==> config.mk <==
export PLATFORM = sky130hd
export DESIGN_NAME = linear_interp_upsampler
export DESIGN_NICKNAME = d
export VERILOG_FILES = /design/src/rtl/linear_interp_upsampler_pkg.sv /design/src/rtl/linear_interp_upsampler.sv
export SDC_FILE = /design/constraint.sdc
export NUM_CORES = 1
export LEC_CHECK = 0
export ABC_AREA = 0
export CORE_ASPECT_RATIO = 0.9
export CORE_MARGIN = 5
export CORE_UTILIZATION = 61
export DETAILED_ROUTE_END_ITERATION = 10
export PLACE_DENSITY = 0.89
export RECOVER_POWER = 100
export SETUP_SLACK_MARGIN = 0.02
export SKIP_LAST_GASP = 1
export SYNTH_ARGS = -nofsm -noshare
export SYNTH_HDL_FRONTEND = slang
export SYNTH_SLANG_ARGS = --single-unit
export TNS_END_PERCENT = 30
==> constraint.sdc <==
create_clock -name clk -period 3.25 [get_ports clk]
set_input_delay 0.325 -clock clk [delete_from_list [all_inputs] [get_ports clk]]
set_output_delay 0.325 -clock clk [all_outputs]
set_load 0.02 [all_outputs]
==> src/rtl/linear_interp_upsampler_pkg.sv <==
// Shared constants and FSM encoding for the linear-interpolating upsampler.
// The accumulator width is derived here so the top and any bench agree on it.
package linear_interp_upsampler_pkg;

    localparam int DATA_WIDTH_DEF = 16;
    localparam int MAX_SHIFT_DEF  = 4;

    typedef enum logic [1:0] {
        ST_EMPTY = 2'd0,
        ST_WAIT  = 2'd1,
        ST_EMIT  = 2'd2
    } state_e;

    // prev << s needs MAX_SHIFT headroom plus one bit for the signed step sum.
    function automatic int acc_width(input int data_w, input int max_shift);
        return data_w + max_shift + 1;
    endfunction

    localparam int ACC_W_DEF = acc_width(DATA_WIDTH_DEF, MAX_SHIFT_DEF);

endpackage

==> src/rtl/linear_interp_upsampler.sv <==
// Upsamples a signed stream by 2^interp_shift, emitting L linearly interpolated
// samples between each consecutive input pair (prev inclusive, cur exclusive).
module linear_interp_upsampler
    import linear_interp_upsampler_pkg::*;
#(
    parameter int DATA_WIDTH = DATA_WIDTH_DEF,
    parameter int MAX_SHIFT  = MAX_SHIFT_DEF
) (
    input  logic                         clk,
    input  logic                         rst,
    input  logic [2:0]                   interp_shift,
    input  logic signed [DATA_WIDTH-1:0] in_data,
    input  logic                         in_data_valid,
    output logic                         in_data_ready,
    output logic signed [DATA_WIDTH-1:0] out_data,
    output logic                         out_data_valid,
    input  logic                         out_data_ready
);

    localparam int ACC_W = acc_width(DATA_WIDTH, MAX_SHIFT);

    state_e                       state_q;
    logic signed [DATA_WIDTH-1:0] prev_q;
    logic signed [DATA_WIDTH-1:0] cur_q;
    logic signed [DATA_WIDTH:0]   step_q;
    logic signed [DATA_WIDTH:0]   step_d;
    logic signed [ACC_W-1:0]      acc_q;
    logic signed [ACC_W-1:0]      acc_init_d;
    logic signed [ACC_W-1:0]      acc_step_d;
    logic [2:0]                   s_q;
    logic [2:0]                   s_d;
    logic [MAX_SHIFT-1:0]         k_q;
    logic [MAX_SHIFT-1:0]         k_last;
    logic                         valid_q;

    assign s_d = (interp_shift > 3'(MAX_SHIFT)) ? 3'(MAX_SHIFT) : interp_shift;

    assign step_d = {in_data[DATA_WIDTH-1], in_data} - {prev_q[DATA_WIDTH-1], prev_q};

    assign acc_init_d = {{(ACC_W-DATA_WIDTH){prev_q[DATA_WIDTH-1]}}, prev_q} <<< s_d;

    assign acc_step_d = acc_q + {{(ACC_W-DATA_WIDTH-1){step_q[DATA_WIDTH]}}, step_q};

    assign k_last = MAX_SHIFT'((32'd1 << s_q) - 32'd1);

    // acc/L always lands between prev and cur, so truncation never wraps.
    assign out_data       = DATA_WIDTH'(acc_q >>> s_q);
    assign out_data_valid = valid_q;
    assign in_data_ready  = !rst && (state_q != ST_EMIT);

    always_ff @(posedge clk) begin
        if (rst) begin
            state_q <= ST_EMPTY;
            prev_q  <= '0;
            cur_q   <= '0;
            step_q  <= '0;
            acc_q   <= '0;
            s_q     <= '0;
            k_q     <= '0;
            valid_q <= 1'b0;
        end else begin
            case (state_q)
                ST_EMPTY: begin
                    if (in_data_valid) begin
                        prev_q  <= in_data;
                        state_q <= ST_WAIT;
                    end
                end
                ST_WAIT: begin
                    if (in_data_valid) begin
                        cur_q   <= in_data;
                        step_q  <= step_d;
                        acc_q   <= acc_init_d;
                        s_q     <= s_d;
                        k_q     <= '0;
                        valid_q <= 1'b1;
                        state_q <= ST_EMIT;
                    end
                end
                ST_EMIT: begin
                    if (out_data_ready) begin
                        if (k_q == k_last) begin
                            prev_q  <= cur_q;
                            valid_q <= 1'b0;
                            state_q <= ST_WAIT;
                        end else begin
                            acc_q <= acc_step_d;
                            k_q   <= k_q + 1'b1;
                        end
                    end
                end
                default: begin
                    valid_q <= 1'b0;
                    state_q <= ST_EMPTY;
                end
            endcase
        end
    end

endmodule

==> results of run 1 <==
==> per-layer routing <==
layer	vias up	track usage
met5	-	0
met3	34	0.05135
met2	309	0.4395
met4	0	0.08749
met1	3049	0.3695
li1	3158	-
==> area by class of cell <==
type | count | area share
clock buffer | 10 | 0.03142
timing repair buffer | 58 | 0.07126
clock inverter | 5 | 0.008070
sequential | 80 | 0.2198
tap | 133 | 0.02284
multi-input combinational | 687 | 0.6307
inverter | 31 | 0.01597
==> cell families after synthesis <==
| kind of cell | count (synthesis) | synth area share |
|---|---|---|
| simple gates | 311 | 0.2226 |
| buf+inv | 88 | 0.05684 |
| xor+xnor | 21 | 0.02899 |
| compound gates | 269 | 0.2869 |
| flops | 80 | 0.2425 |
| mux | 46 | 0.08412 |
| fa+ha+maj | 40 | 0.07806 |
==> through the flow <==
stage               instance area [um2]  utilization  instances  hold slack [ns]
floorplan                          6604            -        855           0.4315
CTS                                7338       0.6845       1004           0.4556
global placement                   7051       0.6577        989           0.4423
finish                             7287       0.6797       1004           0.4547
global route                       7287       0.6797       1004           0.4760
detailed placement                 7051       0.6577        989           0.4467
==> tightest hold or removal path, stage by stage, from the launching register on <==
cell     delay [ns]
dfxtp_1        0.31
nand2_1        0.05
a21oi_1        0.05
==> how the worst min path moves through the flow <==
stage          startpoint  depth (start not counted)         end
3_5_place_dp     cur_q[9]                          2    cur_q[9]
5_1_grt         cur_q[11]                          2   cur_q[11]
2_1_floorplan  step_q[13]                          2  step_q[13]
6_report         cur_q[7]                          2    cur_q[7]
4_1_cts          cur_q[9]                          2    cur_q[9]
3_3_place_gp    cur_q[12]                          2   cur_q[12]
==> power groups by stage <==
stage                     clock (uW)  combinational, uW  sequential, uW
after CTS                       1010                842            1130
after floorplan                    0                632            1120
after global routing            1040                922            1140
after global placement             0                819            1150
after detailed placement           0                833            1150
final                           1000                840            1130
==> Yosys cell counts (all sizes together), types with 5 or more instances <==
library cell,n
o31ai,6
a211o,7
nor3,17
xnor2,12
a31oi,5
o21a,10
a221oi,6
a211oi,29
inv,29
or3,10
nor2,66
a21o,18
o211ai,11
mux2i,33
nand3,23
nand3b,6
o21ai,47
o2111ai,8
buf,19
ha,38
and3,5
clkbuf,38
mux4,7
xor2,9
a311oi,20
nor2b,9
mux2,6
nand2,136
a2111oi,5
nand2b,9
nor3b,8
a21oi,74
dfxtp,80
==> state kept, by name, summed over array words and instances (netlist names) <==
name / cells
k_q: 4
s_q: 3
acc_q: 21
step_q: 17
cur_q: 16
out_data_valid: 1
state_q: 2
prev_q: 16
==> impl_metrics.toml, run 1 <==
[layout]
layout_commonest_cell = "nand2_1"
seq_area_um2 = 1602
layout-drive-gt1-share = 0.07692
fillers = 870
antenna_cells = 0
multi_input_area_um2 = 4596
nets = 930
area_delta_synth_final_pct = 10.34
layout_common_cells = "nand2_1 (136), dfxtp_1 (80), a21oi_1 (74), nor2_1 (64), o21ai_0 (47)"

[yosys]
yosys-top-cells-area = "dfxtp_1 (24%), nand2_1 (7.7%), ha_1 (7.2%)"
synth_seq_cells = 80
synthDistinctLibCells = 67
async_reset_ff_frac = 0
synth_top_cell_by_area = "dfxtp_1"
syn-cell-area_um2 = 6604
synth_edf_count = 0
ys_warn_count = 0
ys_seq_area_frac = 0.2425
synth_top_area_frac = 0.2425
synth_cells = 855
synth_nets = 918
avgSynthCellArea_um2 = 7.724
synth_flop_cell = "dfxtp_1"

[die]
dieArea_um2 = 13010
start_util = 0.6160
die_x_um = 119.7
ios = 41
die_y_um = 108.7
rows = 36
coreArea_um2 = 10720

[detailed_routing]
dr.pass1.iters = 5
wl_met2_um = 8012
highest_layer = "met4"
dr_wl_met3_um = 1449
drc = 0
initialDrtViolationCount = 743
ant_nets = 0
route.vias.total = 6550
drt_wl_total_um = 17710
wl_per_cell_um = 17.64
wl_met1_um = 7873
via_per_inst = 6.524

[global_route]
grtUsageTotal = 0.2717
antenna_found_initial = 0
grt_pass1_wl_um = 28920
grt-ovfl-total = 0
first_global_vias = 5804
grt_max_degree = 40

[setup_path]
crit_buf_inv = 2
crit_slowest_cell = "dlygate4sd3_1"
cp-endpoint = "out_data[4]"
crit_path_end_kind = "primary output"
critPathArrivalTime_ns = 2.65
reg2reg_to = "acc_q[14]"
crit_type = "flip-flop to primary output"
critPathTopFamily = "buffers and inverters"
reg2reg_slack_ns = 0.41
startpoint_type = "flip-flop"
path_cells = "clkbuf_2 -> mux2_2 -> o21ai_0 -> mux2i_1 -> dlygate4sd3_1"
crit_start = "s_q[1]"
worst-path-stages = 5
crit_path_max_incr_delay_ns = 0.66
cp.required_ns = 2.92
r2r_cells = 8
r2r_start = "s_q[0]"
critPathMaxFanout = 23

[timing]
setup_violations = 0
fin_ws_ns = 0.2761
hold_viol = 0
tightest_slew_ns = 0.8448
relSlewSlack = 0.4368
final.period_utilization = 0.9151
rsz0062_at_grt = "false"
fin_worst_skew_ns = 0.009249
fin_crit_ns = 2.974
timing.fmax_ghz = 0.3363
setup_tns_ns = 0
finalMaxSlewViolations = 0

[clocking]
postCtsResizedCells = 0
root_buffer = "clkbuf_16"
clkLatencyLatePin_ns = 0.34
cts_setup_buffers = 0
clock_sinks = 80
cts_max_path_buffers = 2
cts_hold_buf = 0
cts_max_level = 3
path_clk_slew_ns = 0.06
cts_made_buffers = 9
cts_tree = "done"

[power_and_ir_drop]
seqPwrFrac = 0.380
clkPwrFrac = 0.337
internal_power_uw = 1981
p_leak_uw = 0.002885
p_sw_uw = 993.1
power_uw = 2974
swShare = 0.3339
combPwrFrac = 0.283
ir_drop_mv = 0.2598
p_per_area_nw_per_um2 = 408.2

[place]
io_buffers = 40
pre_cts_ws_ns = 0.2442
gp_congestion = 0.9819
hpwl_um = 13140

[run]
drv_cap = 0

[min_path]
hold_path_class = "flip-flop to flip-flop"

[run_status]
status = "completed"
Power figures use the tool's default switching activity.
==> run 2: changes to the inputs <==
Settings changed: PLACE_DENSITY 0.89 to 0.83, SKIP_CTS_REPAIR_TIMING set to 1.
==> run 2 against run 1 <==
Register-to-register slack about the same. Routed wire length up 6.5%. Critical endpoint is now out_data[3]. Largest cell class unchanged. Total power up 2.0%.
==> impl_metrics.toml, run 2 (synthesized netlist as in run 1, its figures left out) <==
[timing]
setup_tns_ns = 0
setup_violations = 0
rsz0062_at_grt = "false"
tightest_slew_ns = 0.9260
timing.hold.ws_ns = 0.2990
fin_crit_ns = 2.982
fin_worst_skew_ns = 0.006479
finalMaxSlewViolations = 0
relSlewSlack = 0.3827
final.period_utilization = 0.9176
timing.fmax_ghz = 0.3353
hold_viol = 0

[run_status]
status = "completed"

[run]
drv_cap = 0

[power_and_ir_drop]
p_leak_uw = 0.002894
power_uw = 3034
ir_drop_mv = 0.4458
p_per_area_nw_per_um2 = 415.3

[place]
io_buffers = 40
gp_congestion = 1.057
hpwl_um = 13780
post-place-cells = 986

[die]
start_util = 0.6160
coreArea_um2 = 10720
rows = 36
die_y_um = 108.7
die_x_um = 119.7
ios = 41
dieArea_um2 = 13010

[global_route]
globalRouteMet2Util = 0.4927
antenna_found_initial = 0
grtUsageTotal = 0.2958
first_global_vias = 6369
grt_util_met1 = 0.3834
grt_max_degree = 40
grt.met3_usage = 0.06172
grt_pass1_wl_um = 31160
grt-ovfl-total = 0
grt.busiest_layer = "met2"

[detailed_routing]
drc = 0
drt_wl_total_um = 18870
via_per_inst = 6.704
ant_nets = 0
route.vias.total = 6717
wl_per_cell_um = 18.83
initialDrtViolationCount = 771
dr.pass1.iters = 7

[setup_path]
startpoint_type = "flip-flop"
crit_path_max_incr_delay_ns = 0.66
crit_type = "flip-flop to primary output"
path_cells = "clkbuf_2 -> inv_1 -> or2_2 -> a21oi_1 -> a21oi_1 -> dlygate4sd3_1"
critPathMaxFanout = 21
crit_slowest_cell = "dlygate4sd3_1"
cp.required_ns = 2.92
reg2reg_slack_ns = 0.41
critPathArrivalTime_ns = 2.66
crit_path_end_kind = "primary output"
path_common_cell = "a21oi_1"

[min_path]
hold_path_class = "input pin to flip-flop"

[layout]
layout-drive-gt1-share = 0.07480
antenna_cells = 0
seq_area_um2 = 1602
layout_commonest_cell = "nand2_1"
layout_common_cells = "nand2_1 (136), dfxtp_1 (80), a21oi_1 (74), nor2_1 (65), o21ai_0 (47)"
fillers = 899
multi_input_area_um2 = 4613
regMostFlops = "acc_q"
largest_reg_flops = 21
final_cells = 1002
area_delta_synth_final_pct = 10.61
largestRegisters = "acc_q x21, step_q x17"
nets = 927
post-route-util = 0.6814

[clocking]
cts_made_buffers = 9
clkLatencyLatePin_ns = 0.35
cts_tree = "done"
root_buffer = "clkbuf_16"
cts_max_path_buffers = 2
clock_sinks = 80
cts_max_level = 3
path_clk_slew_ns = 0.06
==> run 2: routing by layer <==
layer  part of all wire  vias to the layer above
met2               0.46                      324
met1               0.42                     3177
met4              0.027                        0
met3              0.091                       46
li1                   -                     3170
met5                  0                        -
==> run 2: stage by stage <==
stage / area [um2] / setup WS [ns]
after detailed placement: 7028 / 0.2713
after floorplan: 6604 / 0.4237
after global routing: 7305 / 0.1262
final: 7305 / 0.2678
after global placement: 7028 / 0.3664
after CTS: 7330 / 0.4375
==> run 2: path summary, 6_finish.rpt <==
kind / depth (start not counted) / start / endpoint
hold / removal: 2 / rst / acc_q[12]
setup / recovery: 6 / s_q[0] / out_data[3]
setup reg to reg: 9 / s_q[2] / acc_q[7]
hold reg to reg: 2 / cur_q[14] / cur_q[14]
==> run 2: where the power goes <==
group / internal (uW) / leakage [uW] / switching [uW]
Sequential: 1050 / 0.000653 / 85.4
Combinational: 344 / 0.00210 / 500
Clock: 638 / 0.000143 / 420
==> run 2: area by class of cell <==
type,count,area share
Inverter,31,0.01593
Multi-Input combinational cell,687,0.6316
Timing Repair Buffer,55,0.06920
Tap cell,133,0.02278
Clock inverter,2,0.005139
Sequential cell,80,0.2193
Clock buffer,14,0.03614
==> run 2: critical path, delay by kind of cell (launching register included) <==
kind	cells	cell delay [ns]
compound gates	2	0.19
buf+inv	3	1.37
simple gates	1	0.36
flops	1	0.38
